==> src/rtl/err_pkt_pkg.sv <==
// Shared types and helpers for the error-telemetry packet framer.
package err_pkt_pkg;

  typedef enum logic [1:0] {
    IDLE = 2'd0,
    HDR  = 2'd1,
    PAY  = 2'd2,
    CSUM = 2'd3
  } state_t;

  localparam logic [31:0] DEF_SYNC_WORD = 32'h5504_90EB;

  // Total bytes on the wire: sync header, payload, optional checksum.
  function automatic int unsigned pkt_len(input int unsigned n_ch,
                                          input int unsigned cnt_bytes,
                                          input int unsigned add_csum);
    return 32'd4 + n_ch * cnt_bytes + add_csum;
  endfunction

endpackage

==> src/rtl/err_pkt_framer.sv <==
// Snapshots N_CH error counters on start and streams sync header, payload and
// optional mod-256 checksum over a valid/ready byte interface.
module err_pkt_framer
  import err_pkt_pkg::*;
#(
  parameter int unsigned N_CH      = 11,
  parameter int unsigned CNT_BYTES = 1,
  parameter logic [31:0] SYNC_WORD = DEF_SYNC_WORD,
  parameter bit          ADD_CSUM  = 1'b1
) (
  input  logic                          clk,
  input  logic                          rst_n,
  input  logic [N_CH*CNT_BYTES*8-1:0]   cnt_flat,
  input  logic                          start,
  output logic [7:0]                    dout,
  output logic                          dout_valid,
  input  logic                          dout_ready,
  output logic                          dout_last,
  output logic                          busy,
  output logic                          done,
  output logic                          start_drop
);

  localparam int unsigned PAY_BYTES = N_CH * CNT_BYTES;
  localparam int unsigned PAY_W     = PAY_BYTES * 8;
  localparam int unsigned LEN       = pkt_len(N_CH, CNT_BYTES, ADD_CSUM ? 32'd1 : 32'd0);
  localparam int unsigned IDX_W     = $clog2(LEN + 1);

  localparam logic [IDX_W-1:0] HDR_END  = IDX_W'(3);
  localparam logic [IDX_W-1:0] PAY_END  = IDX_W'(3 + PAY_BYTES);
  localparam logic [IDX_W-1:0] LEN_LAST = IDX_W'(LEN - 1);

  if (PAY_BYTES > 255 || CNT_BYTES == 0 || CNT_BYTES > 4 || N_CH == 0) begin : g_param_err
    $error("err_pkt_framer: N_CH*CNT_BYTES must be 1..255 and CNT_BYTES 1..4");
  end

  // Reorder the counters into wire order (channel 0 first, MS byte first) so
  // the shifter only ever pops its low byte.
  logic [PAY_W-1:0] snap;
  for (genvar j = 0; j < PAY_BYTES; j++) begin : g_snap
    localparam int unsigned SRC = (j / CNT_BYTES) * CNT_BYTES + (CNT_BYTES - 1 - (j % CNT_BYTES));
    assign snap[j*8 +: 8] = cnt_flat[SRC*8 +: 8];
  end

  state_t           state;
  logic [IDX_W-1:0] idx;
  logic [IDX_W-1:0] idx_nxt;
  logic [PAY_W-1:0] shreg;
  logic [7:0]       csum;
  logic [7:0]       sync_byte;

  assign idx_nxt = idx + IDX_W'(1);

  // Header byte that follows the one currently presented.
  always_comb begin
    sync_byte = SYNC_WORD[7:0];
    case (idx_nxt[1:0])
      2'd1:    sync_byte = SYNC_WORD[15:8];
      2'd2:    sync_byte = SYNC_WORD[23:16];
      2'd3:    sync_byte = SYNC_WORD[31:24];
      default: sync_byte = SYNC_WORD[7:0];
    endcase
  end

  // FSM, payload shifter and checksum accumulator; idx counts the byte on dout.
  always_ff @(posedge clk or negedge rst_n) begin
    if (!rst_n) begin
      state      <= IDLE;
      idx        <= '0;
      shreg      <= '0;
      csum       <= 8'h00;
      dout       <= 8'h00;
      dout_valid <= 1'b0;
      dout_last  <= 1'b0;
      busy       <= 1'b0;
      done       <= 1'b0;
      start_drop <= 1'b0;
    end else begin
      done       <= 1'b0;
      start_drop <= start && busy;
      case (state)
        IDLE: begin
          if (start) begin
            shreg      <= snap;
            csum       <= 8'h00;
            idx        <= '0;
            dout       <= SYNC_WORD[7:0];
            dout_valid <= 1'b1;
            dout_last  <= 1'b0;
            busy       <= 1'b1;
            state      <= HDR;
          end
        end
        default: begin
          if (dout_valid && dout_ready) begin
            if (dout_last) begin
              state      <= IDLE;
              idx        <= '0;
              dout_valid <= 1'b0;
              dout_last  <= 1'b0;
              busy       <= 1'b0;
              done       <= 1'b1;
            end else begin
              idx       <= idx_nxt;
              dout_last <= (idx_nxt == LEN_LAST);
              if (idx < HDR_END) begin
                dout  <= sync_byte;
                state <= HDR;
              end else if (idx < PAY_END) begin
                dout  <= shreg[7:0];
                shreg <= shreg >> 8;
                csum  <= csum + shreg[7:0];
                state <= PAY;
              end else begin
                dout  <= csum;
                state <= CSUM;
              end
            end
          end
        end
      endcase
    end
  end

endmodule

==> config.mk <==
export PLATFORM = sky130hd
export DESIGN_NAME = err_pkt_framer
export DESIGN_NICKNAME = d
export VERILOG_FILES = /design/src/rtl/err_pkt_pkg.sv /design/src/rtl/err_pkt_framer.sv
export SDC_FILE = /design/constraint.sdc
export NUM_CORES = 1
export LEC_CHECK = 0
export CAP_MARGIN = 5
export CORE_MARGIN = 2
export CORE_UTILIZATION = 50
export CTS_CLUSTER_DIAMETER = 120
export DETAILED_ROUTE_END_ITERATION = 8
export PLACE_DENSITY = 0.77
export SYNTH_ARGS = -nofsm -noshare
export SYNTH_HDL_FRONTEND = slang
export SYNTH_SLANG_ARGS = --single-unit
==> constraint.sdc <==
create_clock -name clk -period 5.45 [get_ports clk]
set_input_delay 1.09 -clock clk [delete_from_list [all_inputs] [get_ports clk]]
set_output_delay 1.09 -clock clk [all_outputs]
set_load 0.02 [all_outputs]
==> metrics.md, run 1 <==
| Metric | Value |
|---|---|
| Status | `finished, final reports clean` |
| PwrDens | `a little under 600 mW/mm²` |
| Diode count | `0` |
| Placer Congestion | `0.892` |
| Count of final max-slew check failures | `0` |
| Internal | `between 2 and 3 mW` |
| Top FF cell, synth | `dfrtp_1` |
| CP startpoint kind | `flop` |
| Via density per instance | `5.48` |
| Synth top area share | `about half` |
| Max clock buf depth | `2` |
| Worst setup path category | `flop to flop` |
| Reg2reg setup slack | `~2.4 ns` |
| Clk_skew | `between 0.008 and 0.009 ns` |
| Number of cells upsized or downsized after cts | `0` |
| Critical Path RT | `5.82 ns` |
| Slew HR | `a little under a third` |
| Fmax | `332 MHz` |
| Post-CTS Setup Bufs | `0` |
| DRT iter0 DRCs | `roughly 240` |
| R2R cell count | `6` |
| Final Hold Fails | `0` |
| Cells after Synth | `~550` |
| Net Switching | `roughly 1.6 mW` |
| Main combinational cell family by area after synthesis | `compound AO/OA/AOI/OAI gates` |
| Die footprint | `around 0.012 mm²` |
| GRT busiest layer | `met2` |
| Arrival @ worst endpoint | `around 3.4 ns` |
| Met2 Use GR | `a little under two fifths` |
| Top-Level Pins | `105` |
| Worst-Margin Slew | `1.03 ns` |
| # rows | `38` |
| Max cap viols | `0` |
| DR vias | `4,322` |
| Post-synthesis simple-gate area fraction | `~11%` |
| Mapped cell area | `0.00555 mm²` |
| Syn_area_per_cell | `between 10 and 15 µm²` |
| NumNets Final | `739` |
| Most area-hungry cell type in the Yosys netlist | `dfrtp_1` |
| Max FO, Critical Path | `98` |
| Post-synth ARST share | `between 90% and 100%` |
| Number of flops mapped to enable cells by yosys | `0` |
| DRC | `0` |
| Synth Area in Adders | `between 2 and 3%` |
| CTS Buf Count | `17` |
| WHS Endpoint | `shreg[30]` |
| Minimum clock period | `roughly 3.0 ns` |
| Post-Synth XOR/XNOR Area | `0.946%` |
| FF+latch count, synth | `between 100 and 150` |
| CTS tree | `yes` |
| M3 GR Usage | `about 6.5%` |
| Share of cells above drive strength 1 | `under 10%` |
| Clock sink count | `115` |
| Total GRT Usage | `between 20% and 30%` |
| Synth top cells by count | `dfrtp_1, nand2_1, o21ai_0` |
| Post-route setup slack | `around 2.4 ns` |
| H-tree lvl count | `4` |
| Setup TNS | `0 ns` |
| Largest net degree at the start of global routing | `slightly below 100` |
| Yosys warns | `0` |
| Combinational Power Share | `between 30% and 40%` |
| Post-synth net total | `between 600 and 700` |
| Post-route ant nets | `0` |
| Die width | `roughly 110 µm` |
| Worst-path clk slew | `0.06 ns` |
| Post-synthesis mux area share | `~15%` |
| Vias in the first global route | `roughly 4,300` |
| Final setup vio count | `0` |
| Clock Power Share | `a little over a quarter` |
| Initial antenna violation count | `0` |
| Dpl ws | `between 1.5 and 2 ns` |
| Period Utilization, post-route | `55.3%` |
| First-pass GRT wire length | `20.8 mm` |
| Reg2Reg Capture Point | `shreg[16]` |
| Die H | `around 110 µm` |
| Count leader, synth | `dfrtp_1` |
| Area growth syn-to-layout | `30.2%` |
| Unrepaired setup endpoints after global routing | `no` |
| Root buffer cell | `clkbuf_8` |
| Complex-gate fraction of the synthesized area | `between 10% and 20%` |
| DPL Wire Length | `between 8 and 9 mm` |
| Leak Pwr | `between 3 and 4 nW` |
| Port Buffers | `104` |
| Worst setup EP type | `flop` |
| Worst IR Drop VDD | `roughly 0.32 mV` |
| Total wire length | `roughly 12 mm` |
| Initial Util | `between 50% and 60%` |
| Worst hold path depth | `2` |
| HP Start | `shreg[30]` |
| DR WL/cell | `around 16 µm` |
| Synth cell types | `40` |
| Core area | `about 0.011 mm²` |
| GRT Residual Overflow | `0` |
| Worst skew pair latency | `a little over 0.5 ns` |
| Detailed-router iteration count before antenna repair | `5` |
| Worst R2R Start | `state[1]` |
| Routing usage on met1 | `29.9%` |
| Sw frac | `between 30% and 40%` |
| Fill count | `just over 800` |
| Register area share after synthesis | `around half` |
| Dominant cells by area after synthesis | `dfrtp_1, mux2i_1, o21ai_0` |
| Post-CTS Hold Buffers | `0` |
| Sequential Power Share | `around a third` |
| Hold crit path type | `flop to flop` |
worst max-delay path, stage by stage, from the launching register on:
cell	delay, ns
dfrtp_1	0.44
nor2_4	0.81
and2_1	0.72
nor2_4	0.35
buf_12	0.32
nand2_1	0.10
o21ai_0	0.10
registers in the layout (all words and copies together), names as in the netlist:
name        flops
done            1
dout_last       1
dout            8
state           2
shreg          88
start_drop      1
csum            8
busy            1
idx             5
cell families after synthesis:
logic type / Yosys count
compound gates: 143
xor+xnor: 6
fa+ha+maj: 11
buf+inv: 43
flops: 115
mux: 81
simple gates: 149
power groups by stage:
stage	Combinational, mW	Sequential [mW]	Clock, mW
after global placement	1.58	1.45	0
after CTS	1.66	1.45	1.14
after global routing	1.84	1.50	1.18
final	1.64	1.45	1.13
after floorplan	1.26	1.41	0
after detailed placement	1.64	1.46	0
stage by stage:
stage                     instances  cell area, µm²  total power, mW  hold WS [ns]  util (%)
after CTS                       788            7230             4.25         0.481      66.7
final                           788            7230             4.22         0.480      66.7
after global placement          757            6630             3.03         0.461      61.1
after global routing            788            7230             4.52         0.498      66.7
after floorplan                 548            5550             2.67         0.449         -
after detailed placement        757            6630             3.10         0.469      61.1
metal layers:
metal  wire length [µm]  share of wire (%)
met5                  0                  0
met4                 96               0.77
met3                769                6.2
met2               6160                 49
met1               5460                 44
worst max-delay path by stage:
| stage | from | endpoint | slack (ns) | cells past startpoint |
|---|---|---|---|---|
| floorplan | dout_ready | csum[4] | 2.93 | 8 |
| global placement | start | shreg[31] | 2.01 | 5 |
| detailed placement | start | shreg[16] | 1.91 | 5 |
| CTS | state[1] | shreg[16] | 2.43 | 6 |
| global route | state[1] | shreg[16] | 2.20 | 6 |
| finish | state[1] | shreg[16] | 2.44 | 6 |
cells in the final DEF (no fill, tap or decap), types with 3 or more instances in the layout:
master | netlist | layout
clkdlybuf4s50_1 | 0 | 103
bufinv_16 | 0 | 4
a22o_1 | 14 | 14
clkbuf_16 | 0 | 16
and2_1 | 3 | 3
a211oi_1 | 5 | 5
a21oi_1 | 7 | 7
buf_4 | 1 | 4
ha_1 | 10 | 10
nor3_1 | 7 | 7
clkinv_4 | 0 | 3
a31oi_1 | 7 | 7
xnor2_1 | 4 | 4
nand3_1 | 4 | 4
inv_1 | 4 | 4
clkinv_2 | 0 | 4
clkinvlp_4 | 0 | 3
o21ai_0 | 97 | 97
nand2_1 | 106 | 106
o31ai_1 | 3 | 3
dfrtp_1 | 115 | 115
mux2i_1 | 81 | 81
nor2_1 | 20 | 19
area by class of cell:
type	count	area [µm²]	area share (%)
clock buffers	17	414	5.73
inverters	4	15.0	0.208
well taps	140	175	2.42
repair buffers	108	1080	14.9
flip-flops and latches	115	2880	39.8
multi-input cells	390	2480	34.3
clock inverters	14	189	2.61
Note: power is estimated with default switching activity, not from simulation.
==> inputs of run 2 (changes only) <==
==> constraint.sdc (replaced) <==
create_clock -name clk -period 3.1 [get_ports clk]
set_input_delay 0.62 -clock clk [delete_from_list [all_inputs] [get_ports clk]]
set_output_delay 0.62 -clock clk [all_outputs]
set_load 0.02 [all_outputs]
==> run 2 against run 1 <==
Net effect: combinational power up 80%; sequential cell count unchanged; clock skew about the same; sequential share of layout area down 0.35 points; die area unchanged; core utilization grew 0.59 points; highest routed layer unchanged; wire length grew 1.1%; design area increased by 0.88%.
==> metrics.md, run 2 (same netlist as run 1, synthesis figures left out) <==
| Metric | Value |
|---|---|
| CTS Buf Count | `17 (unchanged)` |
| Worst IR Drop VDD | `0.485 mV (was 0.315 mV)` |
| Total GRT Usage | `22.8% (was 22.7%)` |
| Hold_ws | `0.171 ns (was 0.480 ns)` |
| Slew HR | `48.8% (was 30.9%)` |
| Share of cells above drive strength 1 | `7.19% (was 6.48%)` |
| Via density per instance | `5.42 (was 5.48)` |
| # rows | `38 (unchanged)` |
| Total wire length | `12.6 mm (was 12.5 mm)` |
| CP max stage cell | `clkdlybuf4s50_1 (was nor2_4)` |
| Largest net degree at the start of global routing | `85 (was 99)` |
| Max cap viols | `0 (unchanged)` |
| Diode count | `0 (unchanged)` |
| CP Buf/Inv Count | `1 (unchanged)` |
| Hold crit path type | `input port to asynchronous set/reset pin (was flop to flop)` |
| Max FFs per register | `88 (unchanged)` |
| Unrepaired setup endpoints after global routing | `no (unchanged)` |
| Clock sink count | `115 (unchanged)` |
| Final Power | `7.45 mW (was 4.22 mW)` |
| Worst setup path category | `flop to output pin (was flop to flop)` |
| Post-CTS Hold Buffers | `0 (unchanged)` |
| Worst-path clk slew | `0.05 ns (was 0.06 ns)` |
| Initial Util | `51.2% (unchanged)` |
| Port Buffers | `104 (unchanged)` |
| GRT Residual Overflow | `0 (unchanged)` |
| Setup TNS | `0 ns (unchanged)` |
| Detailed-router iteration count before antenna repair | `5 (unchanged)` |
| Sw frac | `36.6% (was 36.8%)` |
| CP startpoint kind | `flop (unchanged)` |
| Worst setup EP type | `output pin (was flop)` |
| Die footprint | `0.0120 mm² (unchanged)` |
| DR WL/cell | `15.9 µm (was 15.8 µm)` |
| CTS tree | `yes (unchanged)` |
| Most frequent cells in the layout | `dfrtp_1, nand2_1, clkdlybuf4s50_1, o21ai_0, mux2i_1 (unchanged)` |
| Worst-Margin Slew | `0.767 ns (was 1.03 ns)` |
| Internal | `4.73 mW (was 2.67 mW)` |
| CP top delay family | `buffers and inverters (was simple AND/OR/NAND/NOR gates)` |
| Vias in the first global route | `4,376 (was 4,287)` |
| Top-Level Pins | `105 (unchanged)` |
| H-tree lvl count | `4 (unchanged)` |
| Most flops, register | `shreg (unchanged)` |
| Final Hold Fails | `0 (unchanged)` |
| NumNets Final | `744 (was 739)` |
| Die width | `109 µm (unchanged)` |
| Root buffer cell | `clkbuf_8 (unchanged)` |
| Max stage delay on crit path | `0.66 ns (was 0.81 ns)` |
| Cells along the critical path | `clkdlybuf4s50_1 (was nor2_4, and2_1, nor2_4, buf_12, nand2_1, o21ai_0)` |
| Period Utilization, post-route | `about three quarters` |
| Die H | `109 µm (unchanged)` |
| DPL Wire Length | `8.68 mm (was 8.53 mm)` |
| Sequential Power Share | `34.2% (was 34.4%)` |
| Count of final max-slew check failures | `0 (unchanged)` |
| First-pass GRT wire length | `20.8 mm (about the same)` |
| Leading cell type in the layout, fill and taps excluded | `dfrtp_1 (unchanged)` |
| DR vias | `4,304 (was 4,322)` |
| Clk_skew | `0.00857 ns (was 0.00868 ns)` |
| Core area | `0.0108 mm² (unchanged)` |
| Clock Power Share | `26.0% (was 26.7%)` |
| Status | `finished, final reports clean (unchanged)` |
| Post-route ant nets | `0 (unchanged)` |
| Combinational Power Share | `39.7% (was 38.8%)` |
| Fill count | `843 (was 831)` |
| Net Switching | `2.72 mW (was 1.55 mW)` |
| DRT iter0 DRCs | `187 (was 237)` |
| Post-CTS Setup Bufs | `0 (unchanged)` |
| PwrDens | `1020 mW/mm² (was 584 mW/mm²)` |
| Area growth syn-to-layout | `31.4% (was 30.2%)` |
| Biggest regs | `shreg (88), csum (8), dout (8) (unchanged)` |
| Max clock buf depth | `2 (unchanged)` |
| Arrival @ worst endpoint | `1.67 ns (was 3.38 ns)` |
| Number of cells upsized or downsized after cts | `0 (unchanged)` |
| Max FO, Critical Path | `6 (was 98)` |
| Worst skew pair latency | `0.52 ns (was 0.51 ns)` |
| Minimum clock period | `roughly 2.3 ns` |
| DRC | `0 (unchanged)` |
| Initial antenna violation count | `0 (unchanged)` |
| Placer Congestion | `0.804 (was 0.892)` |
| Final setup vio count | `0 (unchanged)` |
| Leak Pwr | `3.28 nW (was 3.23 nW)` |
| Critical Path RT | `2.48 ns (was 5.82 ns)` |
| Fmax | `~440 MHz` |
## run 2: worst reg2reg max path: stages, from the launching register on
cell and delay, ns:
dfrtp_1 0.48, a211oi_1 0.48, nor4_4 0.10, nor2_4 0.47
buf_4 0.35, nand2_1 0.10, o21ai_0 0.09
## run 2: area by class of cell
class,count,area [µm²],area share [%]
Sequential cell,115,2880,39.4
Clock buffer,21,459,6.29
Tap cell,140,175,2.40
Multi-Input combinational cell,390,2480,34.0
Inverter,4,15.0,0.206
Clock inverter,11,133,1.82
Timing Repair Buffer,113,1160,15.8
## run 2: metrics by stage
| step | cell area [µm²] | util, % | std cells | setup WS, ns |
|---|---|---|---|---|
| finish | 7300 | 67.3 | 794 | 0.810 |
| global route | 7300 | 67.3 | 794 | 0.763 |
| CTS | 7300 | 67.3 | 794 | 0.802 |
| detailed placement | 6700 | 61.8 | 762 | 0.585 |
| global placement | 6700 | 61.8 | 762 | 0.660 |
| floorplan | 5550 | - | 548 | 1.05 |
## run 2: final timing paths
kind	slack (ns)	cells past startpoint	to	start
min in group clk	0.48	2	shreg[30]	shreg[30]
min reg2reg	0.48	2	shreg[30]	shreg[30]
min	0.17	1	shreg[10]	rst_n
max	0.81	1	dout_last	dout_last
max reg2reg	0.95	6	shreg[62]	idx[3]
max in group asynchronous	2.22	2	shreg[48]	rst_n
## run 2: power groups by stage
stage	Clock, mW	Combinational [mW]	Sequential, mW
final	1.94	2.96	2.55
after global routing	2.04	3.32	2.62
after CTS	1.96	2.99	2.55
after detailed placement	0	2.96	2.57
after global placement	0	2.85	2.54
after floorplan	0	2.22	2.48
## run 2: routing by layer
metal,part of all wire [%],track usage (%)
met4,1.8,9.49
met1,44,28.8
met5,0,0
met3,6.4,7.17
met2,48,36.5
